==> src/rtl/operand_demux_pkg.sv <==
// Shared types and constants for the serial-to-parallel operand demultiplexer.
// Optional overflow flag is enabled by defining OPERAND_DEMUX_OVF_EN.
package operand_demux_pkg;

    localparam int unsigned DEFAULT_WIDTH = 8;

    typedef enum logic {
        FILL = 1'b0,
        HOLD = 1'b1
    } state_e;

endpackage

==> src/rtl/operand_demux_if.sv <==
// Handshake/bus bundle for operand_demux; slave = the demux, master = producer/consumer.
// The ovf signal exists only when OPERAND_DEMUX_OVF_EN is defined.
interface operand_demux_if
    import operand_demux_pkg::*;
#(
    parameter int unsigned WIDTH = DEFAULT_WIDTH
);

    logic             din;
    logic             sel;
    logic             in_valid;
    logic             in_ready;
    logic [WIDTH-1:0] a_out;
    logic [WIDTH-1:0] b_out;
    logic             out_valid;
    logic             out_ready;
`ifdef OPERAND_DEMUX_OVF_EN
    logic             ovf;
`endif

    modport slave (
        input  din, sel, in_valid, out_ready,
`ifdef OPERAND_DEMUX_OVF_EN
        output ovf,
`endif
        output in_ready, a_out, b_out, out_valid
    );

    modport master (
        output din, sel, in_valid, out_ready,
`ifdef OPERAND_DEMUX_OVF_EN
        input  ovf,
`endif
        input  in_ready, a_out, b_out, out_valid
    );

endinterface

==> src/rtl/operand_demux_lane.sv <==
// One operand lane: LSB-first right-shift register with a saturating fill counter.
// Bits offered while the lane is full are dropped here without touching state.
module demux_lane
    import operand_demux_pkg::*;
#(
    parameter int unsigned WIDTH = DEFAULT_WIDTH
) (
    input  logic             clk,
    input  logic             rst,
    input  logic             shift_en_i,
    input  logic             clr_i,
    input  logic             bit_i,
    output logic [WIDTH-1:0] data_o,
    output logic             full_o,
    output logic             full_next_o
);

    localparam int unsigned CW = $clog2(WIDTH + 1);

    logic [WIDTH-1:0] data_q;
    logic [CW-1:0]    cnt_q;
    logic             full;

    assign full = (cnt_q == CW'(WIDTH));

    // Full after this edge: already full, or the final bit is being shifted in now.
    assign full_next_o = full || (shift_en_i && (cnt_q == CW'(WIDTH - 1)));

    always_ff @(posedge clk or posedge rst) begin
        if (rst) begin
            data_q <= '0;
            cnt_q  <= '0;
        end else if (clr_i) begin
            cnt_q  <= '0;
        end else if (shift_en_i && !full) begin
            data_q <= {bit_i, data_q[WIDTH-1:1]};
            cnt_q  <= cnt_q + CW'(1);
        end
    end

    assign data_o = data_q;
    assign full_o = full;

endmodule

==> src/rtl/operand_demux.sv <==
// Serial operand demultiplexer: sel steers each accepted din bit into lane A or B.
// Define OPERAND_DEMUX_OVF_EN to add the sticky ovf flag for discarded bits.
module operand_demux
    import operand_demux_pkg::*;
#(
    parameter int unsigned WIDTH = DEFAULT_WIDTH
) (
    input  logic                  clk,
    input  logic                  rst,
    operand_demux_if.slave        bus
);

    state_e state_q;
    logic   in_ready_q;
    logic   out_valid_q;

    logic             accept;
    logic             shift_a;
    logic             shift_b;
    logic             clr;
    logic [WIDTH-1:0] a_data;
    logic [WIDTH-1:0] b_data;
    logic             a_full;
    logic             b_full;
    logic             a_full_next;
    logic             b_full_next;

    assign accept  = bus.in_valid && in_ready_q;
    assign shift_a = accept && !bus.sel;
    assign shift_b = accept &&  bus.sel;
    assign clr     = out_valid_q && bus.out_ready;

    demux_lane #(.WIDTH(WIDTH)) u_lane_a (
        .clk         (clk),
        .rst         (rst),
        .shift_en_i  (shift_a),
        .clr_i       (clr),
        .bit_i       (bus.din),
        .data_o      (a_data),
        .full_o      (a_full),
        .full_next_o (a_full_next)
    );

    demux_lane #(.WIDTH(WIDTH)) u_lane_b (
        .clk         (clk),
        .rst         (rst),
        .shift_en_i  (shift_b),
        .clr_i       (clr),
        .bit_i       (bus.din),
        .data_o      (b_data),
        .full_o      (b_full),
        .full_next_o (b_full_next)
    );

    always_ff @(posedge clk or posedge rst) begin
        if (rst) begin
            state_q     <= FILL;
            in_ready_q  <= 1'b1;
            out_valid_q <= 1'b0;
        end else begin
            case (state_q)
                FILL: begin
                    if (a_full_next && b_full_next) begin
                        state_q     <= HOLD;
                        in_ready_q  <= 1'b0;
                        out_valid_q <= 1'b1;
                    end
                end
                HOLD: begin
                    if (bus.out_ready) begin
                        state_q     <= FILL;
                        in_ready_q  <= 1'b1;
                        out_valid_q <= 1'b0;
                    end
                end
                default: begin
                    state_q     <= FILL;
                    in_ready_q  <= 1'b1;
                    out_valid_q <= 1'b0;
                end
            endcase
        end
    end

`ifdef OPERAND_DEMUX_OVF_EN
    logic ovf_q;

    always_ff @(posedge clk or posedge rst) begin
        if (rst) begin
            ovf_q <= 1'b0;
        end else if ((shift_a && a_full) || (shift_b && b_full)) begin
            ovf_q <= 1'b1;
        end
    end

    assign bus.ovf = ovf_q;
`endif

    assign bus.in_ready  = in_ready_q;
    assign bus.out_valid = out_valid_q;
    assign bus.a_out     = a_data;
    assign bus.b_out     = b_data;

endmodule

==> src/flat_wrapper.sv <==
// flat-port wrapper written by rule: the top's interface ports become plain ports
module operand_demux_flat import operand_demux_pkg::*;
#(
    parameter int unsigned WIDTH = DEFAULT_WIDTH
)
  (clk, rst, bus_din, bus_sel, bus_in_valid, bus_out_ready, bus_in_ready, bus_a_out, bus_b_out, bus_out_valid);
  operand_demux_if #(.WIDTH(WIDTH)) bus_i ();
  input  logic clk;
  input  logic rst;
  input wire logic [$bits(bus_i.din)-1:0] bus_din;
  input wire logic [$bits(bus_i.sel)-1:0] bus_sel;
  input wire logic [$bits(bus_i.in_valid)-1:0] bus_in_valid;
  input wire logic [$bits(bus_i.out_ready)-1:0] bus_out_ready;
  output wire logic [$bits(bus_i.in_ready)-1:0] bus_in_ready;
  output wire logic [$bits(bus_i.a_out)-1:0] bus_a_out;
  output wire logic [$bits(bus_i.b_out)-1:0] bus_b_out;
  output wire logic [$bits(bus_i.out_valid)-1:0] bus_out_valid;
  assign bus_i.din = bus_din;
  assign bus_i.sel = bus_sel;
  assign bus_i.in_valid = bus_in_valid;
  assign bus_i.out_ready = bus_out_ready;
  assign bus_in_ready = bus_i.in_ready;
  assign bus_a_out = bus_i.a_out;
  assign bus_b_out = bus_i.b_out;
  assign bus_out_valid = bus_i.out_valid;
  operand_demux #(.WIDTH(WIDTH)) u_core (.clk(clk), .rst(rst), .bus(bus_i));
endmodule
==> config.mk <==
export PLATFORM = sky130hd
export DESIGN_NAME = operand_demux_flat
export DESIGN_NICKNAME = d
export VERILOG_FILES = /design/src/rtl/operand_demux_pkg.sv /design/src/rtl/operand_demux_if.sv /design/src/rtl/operand_demux_lane.sv /design/src/rtl/operand_demux.sv /design/src/flat_wrapper.sv
export SDC_FILE = /design/constraint.sdc
export NUM_CORES = 1
export LEC_CHECK = 0
export ABC_AREA = 1
export CAP_MARGIN = 20
export CORE_UTILIZATION = 50
export CTS_CLUSTER_DIAMETER = 50
export CTS_CLUSTER_SIZE = 28
export DETAILED_ROUTE_END_ITERATION = 12
export PLACE_DENSITY = 0.84
export SLEW_MARGIN = 20
export SYNTH_ARGS = -nofsm -noshare
export SYNTH_HDL_FRONTEND = slang
export SYNTH_SLANG_ARGS = --single-unit
export TNS_END_PERCENT = 5
==> constraint.sdc <==
create_clock -name clk -period 1.67 [get_ports clk]
set_input_delay 0.334 -clock clk [delete_from_list [all_inputs] [get_ports clk]]
set_output_delay 0.334 -clock clk [all_outputs]
set_load 0.01 [all_outputs]
==> impl_metrics.env <==
export IMPL_final_cell_mix="50 x nand2_1, 26 x dfrtp_1, 19 x clkdlybuf4s50_1"
export IMPL_wl_per_cell_um=11.99
export IMPL_arrival_ps=1260
export IMPL_slew_headroom_pct=77.43
export IMPL_required_ps=1340
export IMPL_cp_slowest_cell="clkdlybuf4s50_1"
export IMPL_pwr_density_cell_mw_per_mm2=1592
export IMPL_path_max_fanout=3
export IMPL_max_stage_delay_ps=550
export IMPL_critPathTopFamily="buffers and inverters"
export IMPL_end_kind="output port"
export IMPL_avgViaCountPerCell=4.980
export IMPL_antenna_found_initial=0
export IMPL_ys_seq_elements=27
export IMPL_top_usage_layer="met2"
export IMPL_dp_hpwl_um=1791
export IMPL_worst_slack_ps=72.77
export IMPL_cts_root_buf="clkbuf_4"
export IMPL_num_rows=17
export IMPL_avgSynthCellArea_um2=8.989
export IMPL_coreArea_mm2=0.002297
export IMPL_syn_inst=141
export IMPL_yosysSeqAreaShare_pct=53.41
export IMPL_ios=24
export IMPL_met3_usage_pct=4.348
export IMPL_cp_start_kind="flop"
export IMPL_p_leak_nw=0.8027
export IMPL_cts_tree="done"
export IMPL_start_util_pct=55.17
export IMPL_crit_chain="clkdlybuf4s50_1"
export IMPL_die_w_um=52.35
export IMPL_ys_types=20
export IMPL_skew_ps=1.390
export IMPL_drt_iter0_markers=22
export IMPL_gp_congestion=0.6971
export IMPL_synth_adder_area_share_pct=3.949
export IMPL_place_inst=193
export IMPL_ant_nets=0
export IMPL_fin_crit_sh_pct=95.64
export IMPL_synthXorXnorAreaFrac_pct=1.382
export IMPL_clock_sinks=27
export IMPL_insertion_delay_ps=320
export IMPL_path_clk_slew_ps=130
export IMPL_grt_max_degree=28
export IMPL_finalNonFillerCells=198
export IMPL_place_worst_setup_slack_ps=85.52
export IMPL_grt_pass1_vias=991
export IMPL_synth_compound_area_share_pct=7.799
export IMPL_port_buffers=23
export IMPL_grt_use_met1_pct=25.43
export IMPL_setup_violations=0
export IMPL_final_net_count=181
export IMPL_ctsHoldBuffers=0
export IMPL_cts_buffers=3
export IMPL_cts_path_max_buffers=2
export IMPL_die_y_um=52.35
export IMPL_worst_pin_slew_ps=338.5
export IMPL_rsz0062_at_grt="no"
export IMPL_drv_cap=0
export IMPL_syn_cell_area_mm2=0.001267
export IMPL_hp_class="input pin to asynchronous set/reset pin"
export IMPL_hold_violations=0
export IMPL_grt_pass1_wl_um=4098
export IMPL_vdd_ir_drop_worst_v=0.001139
export IMPL_synth_top_family_by_area="simple AND/OR/NAND/NOR gates"
export IMPL_holdWs_ps=361.2
export IMPL_maxSlewViolCount=0
export IMPL_grt_overflow=0
export IMPL_wl_um=2374
export IMPL_num_vias=986
export IMPL_setup_tns_ps=0
export IMPL_dieArea_mm2=0.002741
export IMPL_h_tree_depth=1
export IMPL_final_common_cell="nand2_1"
export IMPL_drc=0
export IMPL_area_growth_pct=24.68
export IMPL_drive_gt1_share_pct=11.76
export IMPL_status="finished clean"
export IMPL_antenna_cells=0
export IMPL_fin_crit_ps=1597
export IMPL_synthSimpleGateAreaFrac_pct=26.75
export IMPL_dr_pass1_iters=4
export IMPL_grtUsageTotal_pct=20.67
export IMPL_grtUsageMet2_pct=34.60
export IMPL_fmax_mhz=626.1
export IMPL_synthMuxAreaShare_pct=0
export IMPL_yosysWarnings=0
export IMPL_setup_worst_path_class="flop to output port"
export IMPL_path_buf_inv=1
export IMPL_syn_nets=151
## routing by layer
metal | part of all wire, % | wire [µm]
met1 | 45 | 1067
met2 | 51 | 1220
met3 | 3.2 | 76
met4 | 0.38 | 9
met5 | 0 | 0
## area by class of cell
class	instances	area (µm²)
Timing Repair Buffer	25	251.5
Tap cell	28	35.03
Clock buffer	4	26.28
Inverter	20	85.08
Multi-Input combinational cell	94	505.5
Fill cell	182	716.9
Sequential cell	27	676.9
## state kept, by name, indices dropped and copies added, names as in the netlist
register	cells
u_core.bus.in_ready	1
u_core.bus.out_valid	1
u_core.u_lane_a.cnt_q	4
u_core.u_lane_b.data_o	8
u_core.u_lane_a.data_o	8
u_core.u_lane_b.cnt_q	4
u_core.state_q	1
## repair_timing
action | in CTS | in global routing
hold endpoints to repair | 0 | 0
setup endpoints to repair | 1 | 3
gates resized for setup | 1 | 3
setup buffers | 1 | 0
## cells in the mapped netlist
cell type	instances	area, µm²
o21ai_0	13	65.06
nor2_1	5	18.77
dfstp_2	1	26.28
xnor2_1	2	17.52
nor2_4	2	22.52
clkinv_4	2	17.52
o22ai_1	2	12.51
o21ai_1	1	5.000
nand2_1	50	187.7
nand3_1	5	25.02
o21ai_2	1	8.760
ha_1	4	50.05
nand2_2	3	18.77
nand3_2	2	20.02
nand3_4	2	35.03
inv_1	17	63.81
inv_2	1	3.750
o21bai_1	1	7.510
nand2_4	1	11.26
dfrtp_1	26	650.6
## worst min-delay path: stages
cell             delay, ps
clkdlybuf4s50_1        400
inv_1                   50
buf_4                  320
## path summary, 6_finish.rpt
| kind | from | to | slack [ps] | cells past startpoint |
|---|---|---|---|---|
| setup / recovery | u_core.u_lane_a.data_o[6]$_DFFE_PP0P_ | bus_a_out[6] | 70 | 1 |
| hold / removal | rst | u_core.u_lane_b.data_o[7]$_DFFE_PP0P_ | 360 | 3 |
| setup reg to reg | u_core.bus.in_ready$_DFFE_PP1P_ | u_core.u_lane_a.data_o[3]$_DFFE_PP0P_ | 310 | 5 |
| hold reg to reg | u_core.u_lane_a.data_o[0]$_DFFE_PP0P_ | u_core.u_lane_a.data_o[0]$_DFFE_PP0P_ | 500 | 2 |
| max in group asynchronous | rst | u_core.bus.in_ready$_DFFE_PP1P_ | 1010 | 3 |
| min in group clk | u_core.u_lane_a.data_o[0]$_DFFE_PP0P_ | u_core.u_lane_a.data_o[0]$_DFFE_PP0P_ | 500 | 2 |
## stage by stage
stage / total power [mW] / area (µm²) / util, %
after floorplan: 1.716 / 1267 / -
after global placement: 2.208 / 1540 / 67.05
after detailed placement: 2.261 / 1540 / 67.05
after CTS: 2.549 / 1573 / 68.46
after global routing: 2.706 / 1580 / 68.79
final: 2.517 / 1580 / 68.79
## report_power, final
part / switching [mW] / total [mW] / internal (mW)
Sequential: 0.211 / 1.13 / 0.923
Clock: 0.180 / 0.274 / 0.0934
Combinational: 0.562 / 1.11 / 0.547
## cells by family (layout without fill, tap and decap cells)
| family | Yosys count | count (layout) |
|---|---|---|
| XOR/XNOR | 2 | 2 |
| buffers and inverters | 20 | 49 |
| AO/OA/AOI/OAI | 18 | 18 |
| AND/OR/NAND/NOR | 70 | 70 |
| flip-flops | 27 | 27 |
| adder cells (fa/ha/maj) | 4 | 4 |
No activity file was read; power rests on OpenSTA's default activity.
